--- config.mk ---
export PLATFORM = sky130hd
export DESIGN_NAME = ram_slot_arbiter
export DESIGN_NICKNAME = d
export VERILOG_FILES = /design/src/rtl/ram_slot_arbiter.sv
export SDC_FILE = /design/constraint.sdc
export NUM_CORES = 1
export LEC_CHECK = 0
export ABC_AREA = 1
export CORE_MARGIN = 2
export CORE_UTILIZATION = 30
export DETAILED_ROUTE_END_ITERATION = 7
export MAX_ROUTING_LAYER = met4
export REMOVE_ABC_BUFFERS = 1
export SLEW_MARGIN = 20
export SYNTH_ARGS = -nofsm -noshare
export SYNTH_HDL_FRONTEND = slang
export SYNTH_SLANG_ARGS = --single-unit
--- constraint.sdc ---
create_clock -name clk -period 2.3 [get_ports clk]
set_input_delay 0.345 -clock clk [delete_from_list [all_inputs] [get_ports clk]]
set_output_delay 0.345 -clock clk [all_outputs]
set_load 0.05 [all_outputs]
--- src/rtl/ram_slot_arbiter.sv ---
`default_nettype none
// ============================================================================
// Module   : ram_slot_arbiter
// Purpose  : Shared system RAM time-slice scheduler. Generates the 6809 E/Q
//            clocks and gives each E half-period to one RAM owner: video
//            fetches while E is low, CPU accesses while E is high, and a
//            write-only loader port in any slot its owner leaves unused.
// Options  : RAM_ARB_LDR_EN - when defined, the loader port is present.
//            When undefined, ldr_* inputs are ignored and ldr_ack stays 0.
// Revision : 1.0 - initial release
// ============================================================================
module ram_slot_arbiter #(
    parameter int HALF = 32
) (
    input  logic        clk,
    input  logic        reset,
    output logic        e,
    output logic        q,
    input  logic [14:0] cpu_addr,
    input  logic        cpu_ram_cs,
    input  logic        cpu_rw,
    input  logic [7:0]  cpu_dout,
    output logic [7:0]  cpu_din,
    input  logic [14:0] vdg_addr,
    input  logic        vdg_req,
    output logic        vdg_ack,
    output logic [7:0]  vdg_data,
    input  logic [14:0] ldr_addr,
    input  logic [7:0]  ldr_data,
    input  logic        ldr_req,
    output logic        ldr_ack,
    output logic [14:0] ram_addr,
    output logic [7:0]  ram_din,
    output logic        ram_we,
    input  logic [7:0]  ram_dout
);
    localparam int CW = $clog2(2 * HALF);

    localparam logic [CW-1:0] CNT_LAST    = CW'(2 * HALF - 1);
    localparam logic [CW-1:0] CNT_HALF    = CW'(HALF);
    localparam logic [CW-1:0] CNT_Q_RISE  = CW'(HALF / 2);
    localparam logic [CW-1:0] CNT_Q_FALL  = CW'(3 * HALF / 2);
    localparam logic [CW-1:0] CNT_WR_DATA = CW'(2 * HALF - 3);
    localparam logic [CW-1:0] OFS_1       = CW'(1);
    localparam logic [CW-1:0] OFS_2       = CW'(2);

    localparam logic [2:0] S_IDLE   = 3'd0;
    localparam logic [2:0] S_VID    = 3'd1;
    localparam logic [2:0] S_CPU_RD = 3'd2;
    localparam logic [2:0] S_CPU_WR = 3'd3;
    localparam logic [2:0] S_LDR    = 3'd4;

    logic [CW-1:0] cnt;
    logic [CW-1:0] cnt_nxt;
    logic [CW-1:0] ofs;
    logic          slot_start;
    logic [2:0]    state;
    logic [2:0]    state_nxt;
    logic          ldr_go;

    logic [14:0]   addr_nxt;
    logic [7:0]    din_nxt;
    logic          we_nxt;
    logic          vack_nxt;
    logic          lack_nxt;
    logic          vdg_cap;
    logic          cpu_cap;

    assign cnt_nxt    = (cnt == CNT_LAST) ? '0 : cnt + OFS_1;
    // Position inside the current slot; both slots start at offset 0.
    assign ofs        = (cnt >= CNT_HALF) ? cnt - CNT_HALF : cnt;
    assign slot_start = (cnt == '0) || (cnt == CNT_HALF);

`ifdef RAM_ARB_LDR_EN
    assign ldr_go = ldr_req;
`else
    // Loader port is absent: its inputs are deliberately left dangling.
    logic unused_ldr;
    assign unused_ldr = ^{ldr_addr, ldr_data, ldr_req};
    assign ldr_go     = 1'b0;
`endif

    // State register: the slot owner, replaced only at slot boundaries.
    always_ff @(posedge clk) begin
        if (!reset) begin
            state <= S_IDLE;
        end else begin
            state <= state_nxt;
        end
    end

    // Next-state: pick the owner of the slot starting this cycle.
    always_comb begin
        state_nxt = state;
        if (slot_start) begin
            if (cnt == '0) begin
                if (vdg_req)     state_nxt = S_VID;
                else if (ldr_go) state_nxt = S_LDR;
                else             state_nxt = S_IDLE;
            end else begin
                if (cpu_ram_cs)  state_nxt = cpu_rw ? S_CPU_RD : S_CPU_WR;
                else if (ldr_go) state_nxt = S_LDR;
                else             state_nxt = S_IDLE;
            end
        end
    end

    // Output decode: next values of the registered RAM/ack outputs.
    always_comb begin
        addr_nxt = ram_addr;
        din_nxt  = ram_din;
        we_nxt   = 1'b0;
        vack_nxt = 1'b0;
        lack_nxt = 1'b0;
        vdg_cap  = 1'b0;
        cpu_cap  = 1'b0;

        // Address (and loader data) are latched as the new slot begins.
        if (slot_start) begin
            case (state_nxt)
                S_VID:              addr_nxt = vdg_addr;
                S_CPU_RD, S_CPU_WR: addr_nxt = cpu_addr;
`ifdef RAM_ARB_LDR_EN
                S_LDR: begin
                    addr_nxt = ldr_addr;
                    din_nxt  = ldr_data;
                    we_nxt   = 1'b1;
                end
`endif
                default: ;
            endcase
        end

        // ram_dout is valid two cycles after the slot start.
        case (state)
            S_VID: begin
                vdg_cap  = (ofs == OFS_2);
                vack_nxt = (ofs == OFS_2);
            end
            S_CPU_RD: cpu_cap = (ofs == OFS_2);
            S_CPU_WR: begin
                // CPU write data settles late in E high; sample it last.
                if (cnt == CNT_WR_DATA) begin
                    din_nxt = cpu_dout;
                    we_nxt  = 1'b1;
                end
            end
`ifdef RAM_ARB_LDR_EN
            S_LDR: lack_nxt = (ofs == OFS_1);
`endif
            default: ;
        endcase
    end

    // Datapath: slot counter, E/Q clocks, RAM port and read-data holding.
    always_ff @(posedge clk) begin
        if (!reset) begin
            cnt      <= '0;
            e        <= 1'b0;
            q        <= 1'b0;
            ram_addr <= '0;
            ram_din  <= '0;
            ram_we   <= 1'b0;
            vdg_ack  <= 1'b0;
            ldr_ack  <= 1'b0;
            vdg_data <= '0;
            cpu_din  <= '0;
        end else begin
            cnt      <= cnt_nxt;
            e        <= (cnt_nxt >= CNT_HALF);
            q        <= (cnt_nxt >= CNT_Q_RISE) && (cnt_nxt < CNT_Q_FALL);
            ram_addr <= addr_nxt;
            ram_din  <= din_nxt;
            ram_we   <= we_nxt;
            vdg_ack  <= vack_nxt;
            ldr_ack  <= lack_nxt;
            if (vdg_cap) vdg_data <= ram_dout;
            if (cpu_cap) cpu_din  <= ram_dout;
        end
    end

endmodule
`default_nettype wire

Word level (Yosys, flattened, before mapping)

Index checks and enable logic that the tools add are counted.

Add/sub/neg operators: 2
Magnitude comparators: 4
Eq/ne operators: 10
Mux-type cells: 11
Reduce and logical (&&, ||, !) cells: 8

Operators by type and width:

| kind                  | number |
|---|---|
| $pmux W15 S2          | 1 |
| $eq A6 B6 Y1 const B  | 3 |
| $eq A3 B2 Y1 const B  | 4 |
| $ge A6 B6 Y1 const B  | 2 |
| $mux W6               | 2 |
| $add A6 B1 Y6 const B | 1 |
| $eq A3 B1 Y1 const B  | 2 |
| $eq A6 B2 Y1 const B  | 1 |
| $ge A6 B5 Y1 const B  | 1 |
| $logic_not A6 Y1      | 1 |
| $lt A6 B6 Y1 const B  | 1 |
| $mux W3               | 2 |
| $reduce_and A2 Y1     | 3 |
| $sub A6 B6 Y6 const B | 1 |
| $mux W1               | 5 |
| $mux W2               | 1 |
| $reduce_bool A2 Y1    | 1 |
| $reduce_or A2 Y1      | 1 |
| $logic_and A1 B1 Y1   | 1 |
| $logic_or A1 B1 Y1    | 1 |

Register bits after elaboration: 52
Output and inout bits: 44
Logic and storage cells: 45

Logic depth before layout (Yosys ltp)

Gate-level depths: netlist (run 1).

Depth after elaboration: 8
Mapped depth: 12
Gate-level depth less buffers: 11

Least setup slack after synthesis (run 1)

Ideal clock, no wire load.

Kind: register -> register
From: register cnt[0]
To: register ram_addr[10]
Data arrival time: 1,345 ps
Setup slack: 847 ps
Stages on the path, launching flop included: 12
Clock period less this slack: 1,453 ps
Path through: dfxtp_1 inv_1 ha_1 inv_1 nor2_4 nand2_4 nand2_4 buf_2 nand3_1 nand3_1 nand2_1 inv_1

Word-level cells in the longest chain between the ends: 7
Elaborated cells between the ends (all ways): 12
Those cells by class: 4 x eq/ne; 3 x mux; 5 x reduce/logical

RTL lines:

| item                                             | RTL line | RTL |
|---|---|---|
| from (decl)                                      | 53       | `logic [CW-1:0] cnt;` |
| from (signal assigned)                           | 169      | `cnt <= cnt_nxt;` |
| $logic_not A6 Y1 or $eq A6 B6 Y1 (tied branches) | 72, 96   |  |
| $mux W3 or $logic_or A1 B1 Y1 (tied branches)    | 96, 72   |  |
| $mux W3                                          | 95       | `if (slot_start) begin` |
| $eq A3 B2 Y1                                     | 120      | `case (state_nxt)` |
| $reduce_or A2 Y1                                 | 120      |  |
| $reduce_bool A2 Y1 (no source line)              | -        |  |
| $reduce_and A2 Y1 (no source line)               | -        |  |
| to (signal assigned)                             | 172      | `ram_addr <= addr_nxt;` |
| to (decl)                                        | 32       | `output logic [14:0] ram_addr,` |

Several ways; a longest one is shown, not always the timed one.
A chain may end at the register's enable or synchronous reset.

Worst setup path in the final report (run 1)

From: register ram_addr[0]
To: output ram_addr[0]

No word-level cell between the ends.

==> out/results.tsv, run 1 <==
stage	metric	value	unit
run_status	run status	complete, no violations	
layout	area grow syn2layout	44.3	%
layout	fraction of final layout cells sized beyond drive strength 1	9.49	%
logic_synthesis	synthesized area divided by synthesized cell count	7.48	um^2
setup_path	largest stage delay on the critical path	0.82	ns
die	core area	7730	um^2
global_routing	maximum number of pins on one net before global-route repair	42	
sta	final count of negative-setup-slack endpoints	0	
logic_synthesis	library cells used by synthesis	28	
global_routing	number of antenna violations at the first check in global routing	0	
layout	Antenna diodes	0	
route	detailed-routing iteration count for the pre-antenna-repair pass	4	
sta	Max transition margin	65.0	%
setup_path	worst path bufs/invs	1	
global_routing	vias in the first global route	2152	
logic_synthesis	Synthesis Warnings	0	
route	detailed-route vias per instance	4.45	
placement	quantity of I/O buffers inserted on ports	93	
setup_path	CP Cell Sequence	clkdlybuf4s50_1	
sta	minimum period implied by the final worst setup slack	1.82	ns
cts	post-CTS resize count	0	
cts	root cell of the clock tree	clkbuf_8	
flow_run	max-capacitance violation count	0	
global_routing	GRT Overall Usage	13.9	%
layout	most common cell after layout, fill and taps aside	clkdlybuf4s50_1	
cts	maximum count of clock buffers along a single path	2	
global_routing	GR Overflow Total	0	
power	areal power density over the cells	556	nW/um^2
layout	number of standard cells in the final layout excluding fillers	513	
sta	Clock Skew	0.00633	ns
setup_path	worst-path cell with the longest stage delay	clkdlybuf4s50_1	
setup_path	Top delay family on crit path	buffers and inverters	
sta	final hold violation count	0	
setup_path	critical setup path kind	register to output pin	
route	final WL	5860	um
cts	CTS clock-pin slew for the worst setup and hold paths	0.09	ns
die	number of top-level pins	119	
sta	unrepaired setup endpoints after global routing	no	
placement	Cells after DPL	506	
die	Die Span Y	93.5	um
setup_path	crit path DAT	1.47	ns
route	number of DRC violations after detailed-routing iteration 0	56	
logic_synthesis	Seq/Total Area, Yosys	43.3	%
power	Leakage	1.43	nW
route	WL per Instance	11.4	um
logic_synthesis	number of synthesized register bits	52	
sta	Post-Route Setup TNS	0	ns
setup_path	Worst Setup Start Kind	register	
power	proportion of total power due to net switching	30.5	%
power	switching power of the nets	0.587	mW
sta	max-slew violation total from the final report	0	
cts	latest clock arrival within the worst-skew pair	0.30	ns
cts	TritonCTS clock tree	built	
placement	global placement routability congestion	0.759	
global_routing	global-route wire length before repair	9630	um
cts	clock sink count	52	
sta	transition at the pin with the smallest max-transition slack	0.523	ns
die	initial cell density of the core	31.1	%
layout	commonest cells after routing, fill and taps aside	clkdlybuf4s50_1 (93), nor2_1 (54), nand2_1 (53), nand3_1 (53), dfxtp_1 (52)	
cts	Post CTS Setup Buffer Count	0	
setup_path	Max FO, Critical Path	2	
logic_synthesis	Post-Syn Instances	321	
route	total number of vias	2282	
power	Cell Int Power	1.34	mW
die	Die X-Extent	93.5	um
die	die footprint	8740	um^2
setup_path	crit path capture type	output pin	
logic_synthesis	Netlist Area Pre-Place	2400	um^2
power	clock power share	25.6	%
layout	number of nets in the final layout	491	
setup_path	required arrival time at the worst endpoint	1.96	ns
power	Gate power share	24.5	%
power	Seq pwr share	49.9	%
placement	Cell Area, Placed	3380	um^2
layout	post-route standard cell area excluding fillers	3470	um^2
power	Peak supply drop	0.000214	V
min_path	class of the most critical hold timing path	register to register	
sta	post-route fraction of the period consumed by the critical path	78.9	%
cts	H-tree Lvls	2	
route	final antenna-violating net count	0	
route	DRC	0	
cts	hold bufs inserted after CTS	0	
placement	detailed-placement wirelength estimate	4160	um
cts	TritonCTS buffer count	5	
sta	FMAX	0.551	GHz
die	row count	32	
==> cell type report <==
| cell class | count | area (um^2) |
|---|---|---|
| tap | 102 | 128 |
| clock buffer | 5 | 68.8 |
| sequential | 52 | 1040 |
| multi-input combinational | 224 | 1130 |
| inverter | 32 | 120 |
| fill | 799 | 4260 |
| clock inverter | 2 | 12.5 |
| timing repair buffer | 96 | 966 |
==> Yosys cell counts, drive strengths merged <==
master	number	area, um^2
nor2	63	274
nor3	2	21.3
nand2	69	314
buf	10	100
inv	32	120
xnor2	1	8.76
a21oi	18	90.1
ha	5	62.6
conb	1	3.75
a31oi	2	27.5
dfxtp	52	1040
nand3	54	283
o21ai	9	45.0
clkbuf	3	11.3
==> worst min-delay path: cells and delay by family (launching register included) <==
| kind | cells | cell delay (ns) |
|---|---|---|
| AOI/OAI and AO/OA | 1 | 0.05 |
| DFF | 1 | 0.32 |
| and+or+nand+nor | 1 | 0.06 |
==> cell families (layout without fill, tap and decap cells) <==
family | count (synthesis) | after routing | share of synthesized area, %
xor+xnor | 1 | 1 | 0.365
fa+ha+maj | 5 | 5 | 2.60
simple gates | 188 | 188 | 37.1
other cells | 1 | 1 | 0.156
compound gates | 29 | 29 | 6.77
flops | 52 | 52 | 43.3
buf+inv | 45 | 135 | 9.63
==> flip-flops by register name (all words and copies together), names as in the netlist <==
register and count:
ram_din 8, vdg_ack 1, state 3, ram_addr 15, e 1, cpu_din 8
ram_we 1, q 1, cnt 6, vdg_data 8
==> per-stage QoR <==
step | utilization, % | hold slack (ns) | worst slack, ns | power, mW
after CTS | 44.9 | 0.471 | 0.456 | 1.96
after global routing | 44.9 | 0.488 | 0.320 | 2.04
final | 44.9 | 0.462 | 0.484 | 1.93
after floorplan | - | 0.438 | 0.614 | 1.25
after detailed placement | 43.8 | 0.457 | 0.503 | 1.46
after global placement | 43.8 | 0.453 | 0.517 | 1.45
==> path summary, 6_finish.rpt <==
| kind | from | to | slack (ns) | cells past startpoint |
|---|---|---|---|---|
| min reg2reg | cpu_din[2] | cpu_din[2] | 0.46 | 2 |
| max reg2reg | cnt[0] | ram_addr[4] | 0.52 | 11 |
| max | ram_addr[0] | ram_addr[0] | 0.48 | 1 |
| min | cpu_din[2] | cpu_din[2] | 0.46 | 2 |
==> power by group through the flow <==
stage                     registers (mW)  clock network (mW)  logic, mW
after floorplan                     1.09                   0      0.168
after global placement             0.982                   0      0.471
after detailed placement           0.983                   0      0.475
after CTS                          0.962               0.525      0.477
after global routing               0.967               0.567      0.510
final                              0.961               0.494      0.472
==> layer usage <==
metal	GRT usage (%)	up-vias	part of all wire [%]
met2	22.7	68	45
met3	3.22	8	7.2
met1	17.3	1014	47
met4	4.04	0	1.0
met5	-	-	0
li1	-	1192	-
No activity file was read; power rests on OpenSTA's default activity.
==> inputs of run 2 (changes only) <==
clock period = 1.85 ns   (was 2.3 ns; I/O delays follow)
==> run 2 against run 1 <==
Effect of this change: global-route usage is 0.22 points lower; sequential cell count did not move; via count about the same; register-to-register slack got worse by 0.33 ns; count of clock-buffer cells in the layout is 1 higher; largest power group unchanged.
==> out/results.tsv, run 2 (synthesized netlist as in run 1, its figures left out) <==
stage	metric	value	unit	change
sta	transition at the pin with the smallest max-transition slack	0.533	ns	was 0.523 ns
global_routing	global-route wire length before repair	9540	um	was 9630 um
layout	number of nets in the final layout	495		was 491
route	final WL	5950	um	was 5860 um
cts	H-tree Lvls	2		unchanged
route	detailed-routing iteration count for the pre-antenna-repair pass	6		was 4
route	DRC	0		unchanged
setup_path	critical setup path kind	register to output pin		unchanged
sta	Max transition margin	64.4	%	was 65.0%
flow_run	max-capacitance violation count	0		unchanged
setup_path	largest stage delay on the critical path	0.82	ns	about the same
die	number of top-level pins	119		unchanged
die	row count	32		unchanged
global_routing	maximum number of pins on one net before global-route repair	42		unchanged
setup_path	worst path bufs/invs	1		unchanged
sta	post-route fraction of the period consumed by the critical path	94.6	%	
power	Seq pwr share	46.7	%	was 49.9%
placement	quantity of I/O buffers inserted on ports	93		unchanged
cts	root cell of the clock tree	clkbuf_8		unchanged
sta	minimum period implied by the final worst setup slack	1.75	ns	
cts	TritonCTS clock tree	built		unchanged
setup_path	crit path capture type	output pin		unchanged
global_routing	number of antenna violations at the first check in global routing	0		unchanged
placement	Cell Area, Placed	3420	um^2	was 3380 um^2
die	die footprint	8740	um^2	unchanged
layout	register ranked first by flip-flop count	ram_addr		unchanged
setup_path	crit path DAT	1.47	ns	about the same
die	core area	7730	um^2	unchanged
route	total number of vias	2284		was 2282
die	initial cell density of the core	31.1	%	unchanged
layout	fraction of final layout cells sized beyond drive strength 1	10.6	%	was 9.49%
global_routing	GR Overflow Total	0		unchanged
setup_path	Max FO, Critical Path	2		unchanged
setup_path	CP Cell Sequence	clkdlybuf4s50_1		unchanged
cts	latest clock arrival within the worst-skew pair	0.30	ns	about the same
layout	Antenna diodes	0		unchanged
setup_path	Worst Setup Start Kind	register		unchanged
placement	detailed-placement wirelength estimate	4150	um	was 4160 um
layout	most common cell after layout, fill and taps aside	clkdlybuf4s50_1		unchanged
sta	final count of negative-setup-slack endpoints	0		unchanged
die	Die Span Y	93.5	um	unchanged
min_path	class of the most critical hold timing path	register to register		unchanged
power	switching power of the nets	0.740	mW	was 0.587 mW
power	Leakage	1.47	nW	was 1.43 nW
cts	hold bufs inserted after CTS	0		unchanged
power	areal power density over the cells	724	nW/um^2	was 556 nW/um^2
power	proportion of total power due to net switching	28.9	%	was 30.5%
cts	CTS clock-pin slew for the worst setup and hold paths	0.09	ns	about the same
layout	post-route standard cell area excluding fillers	3540	um^2	was 3470 um^2
route	detailed-route vias per instance	4.41		was 4.45
layout	number of flip-flops in the largest register	15		unchanged
placement	global placement routability congestion	0.727		was 0.759
die	Die X-Extent	93.5	um	unchanged
sta	FMAX	0.571	GHz	
power	Gate power share	23.5	%	was 24.5%
global_routing	vias in the first global route	2072		was 2152
sta	unrepaired setup endpoints after global routing	no		unchanged
power	Cell Int Power	1.82	mW	was 1.34 mW
setup_path	Top delay family on crit path	buffers and inverters		unchanged
setup_path	required arrival time at the worst endpoint	1.57	ns	was 1.96 ns
global_routing	GRT Overall Usage	13.7	%	was 13.9%
sta	max-slew violation total from the final report	0		unchanged
power	Peak supply drop	0.000354	V	was 0.000214 V
sta	final hold violation count	0		unchanged
run_status	run status	complete, no violations		unchanged
cts	Post CTS Setup Buffer Count	0		unchanged
route	number of DRC violations after detailed-routing iteration 0	97		was 56
layout	commonest cells after routing, fill and taps aside	clkdlybuf4s50_1 (93), nor2_1 (54), nand2_1 (53), nand3_1 (53), dfxtp_1 (51)		was clkdlybuf4s50_1 (93), nor2_1 (54), nand2_1 (53), nand3_1 (53), dfxtp_1 (52)
cts	maximum count of clock buffers along a single path	2		unchanged
power	clock power share	29.8	%	was 25.6%
sta	Clock Skew	0.00461	ns	was 0.00633 ns
sta	Post-Route Setup TNS	0	ns	unchanged
layout	area grow syn2layout	47.3	%	was 44.3%
cts	clock sink count	52		unchanged
route	WL per Instance	11.5	um	was 11.4 um
route	final antenna-violating net count	0		unchanged
cts	TritonCTS buffer count	5		unchanged
setup_path	worst-path cell with the longest stage delay	clkdlybuf4s50_1		unchanged
layout	Filler Cell Count	750		was 799
[run 2: power by group through the flow]
stage / clock network, mW / logic, mW / registers [mW]
floorplan: 0 / 0.209 / 1.35
global placement: 0 / 0.595 / 1.22
detailed placement: 0 / 0.597 / 1.22
CTS: 0.794 / 0.600 / 1.20
global route: 0.844 / 0.656 / 1.20
finish: 0.763 / 0.603 / 1.20
[run 2: final timing paths]
path / cells after the start / startpoint / endpoint / slack, ns
worst max-delay path: 1 / ram_addr[1] / ram_addr[1] / 0.1
worst min-delay path: 1 / cnt[0] / cnt[0] / 0.46
worst max register to register: 11 / cnt[0] / ram_addr[8] / 0.19
worst min register to register: 1 / cnt[0] / cnt[0] / 0.46
[run 2: per-stage QoR]
step                      power, mW  hold WS (ns)  std cells  setup WS, ns  utilization (%)
after floorplan                1.56         0.371        308         0.164                -
after global placement         1.82         0.453        509         0.132             44.3
after detailed placement       1.82         0.454        509         0.123             44.3
after CTS                      2.59         0.466        517        0.0692             45.6
after global routing           2.70         0.487        518        0.0114             45.8
final                          2.56         0.458        518        0.0998             45.8
[run 2: repair_timing]
item	4_1_cts	5_1_grt
gates resized for setup	0	1
endpoints found under the hold margin	0	0
setup endpoints to repair	0	2
[run 2: final cells by class]
class                           instances  area, um^2  area share (%)
Tap cell                              102         128            3.61
Timing Repair Buffer                   99        1000            28.3
Multi-Input combinational cell        225        1140            32.2
Clock buffer                            6        72.6            2.05
Sequential cell                        52        1040            29.5
Clock inverter                          2        35.0           0.990
Inverter                               32         120            3.39
[run 2: per-layer routing]
layer | vias to the layer above | routed length, um | GRT usage, %
met4 | 0 | 49 | 3.68
met1 | 1006 | 2770 | 17.3
li1 | 1204 | - | -
met5 | - | 0 | -
met2 | 67 | 2720 | 22.1
met3 | 7 | 415 | 3.14
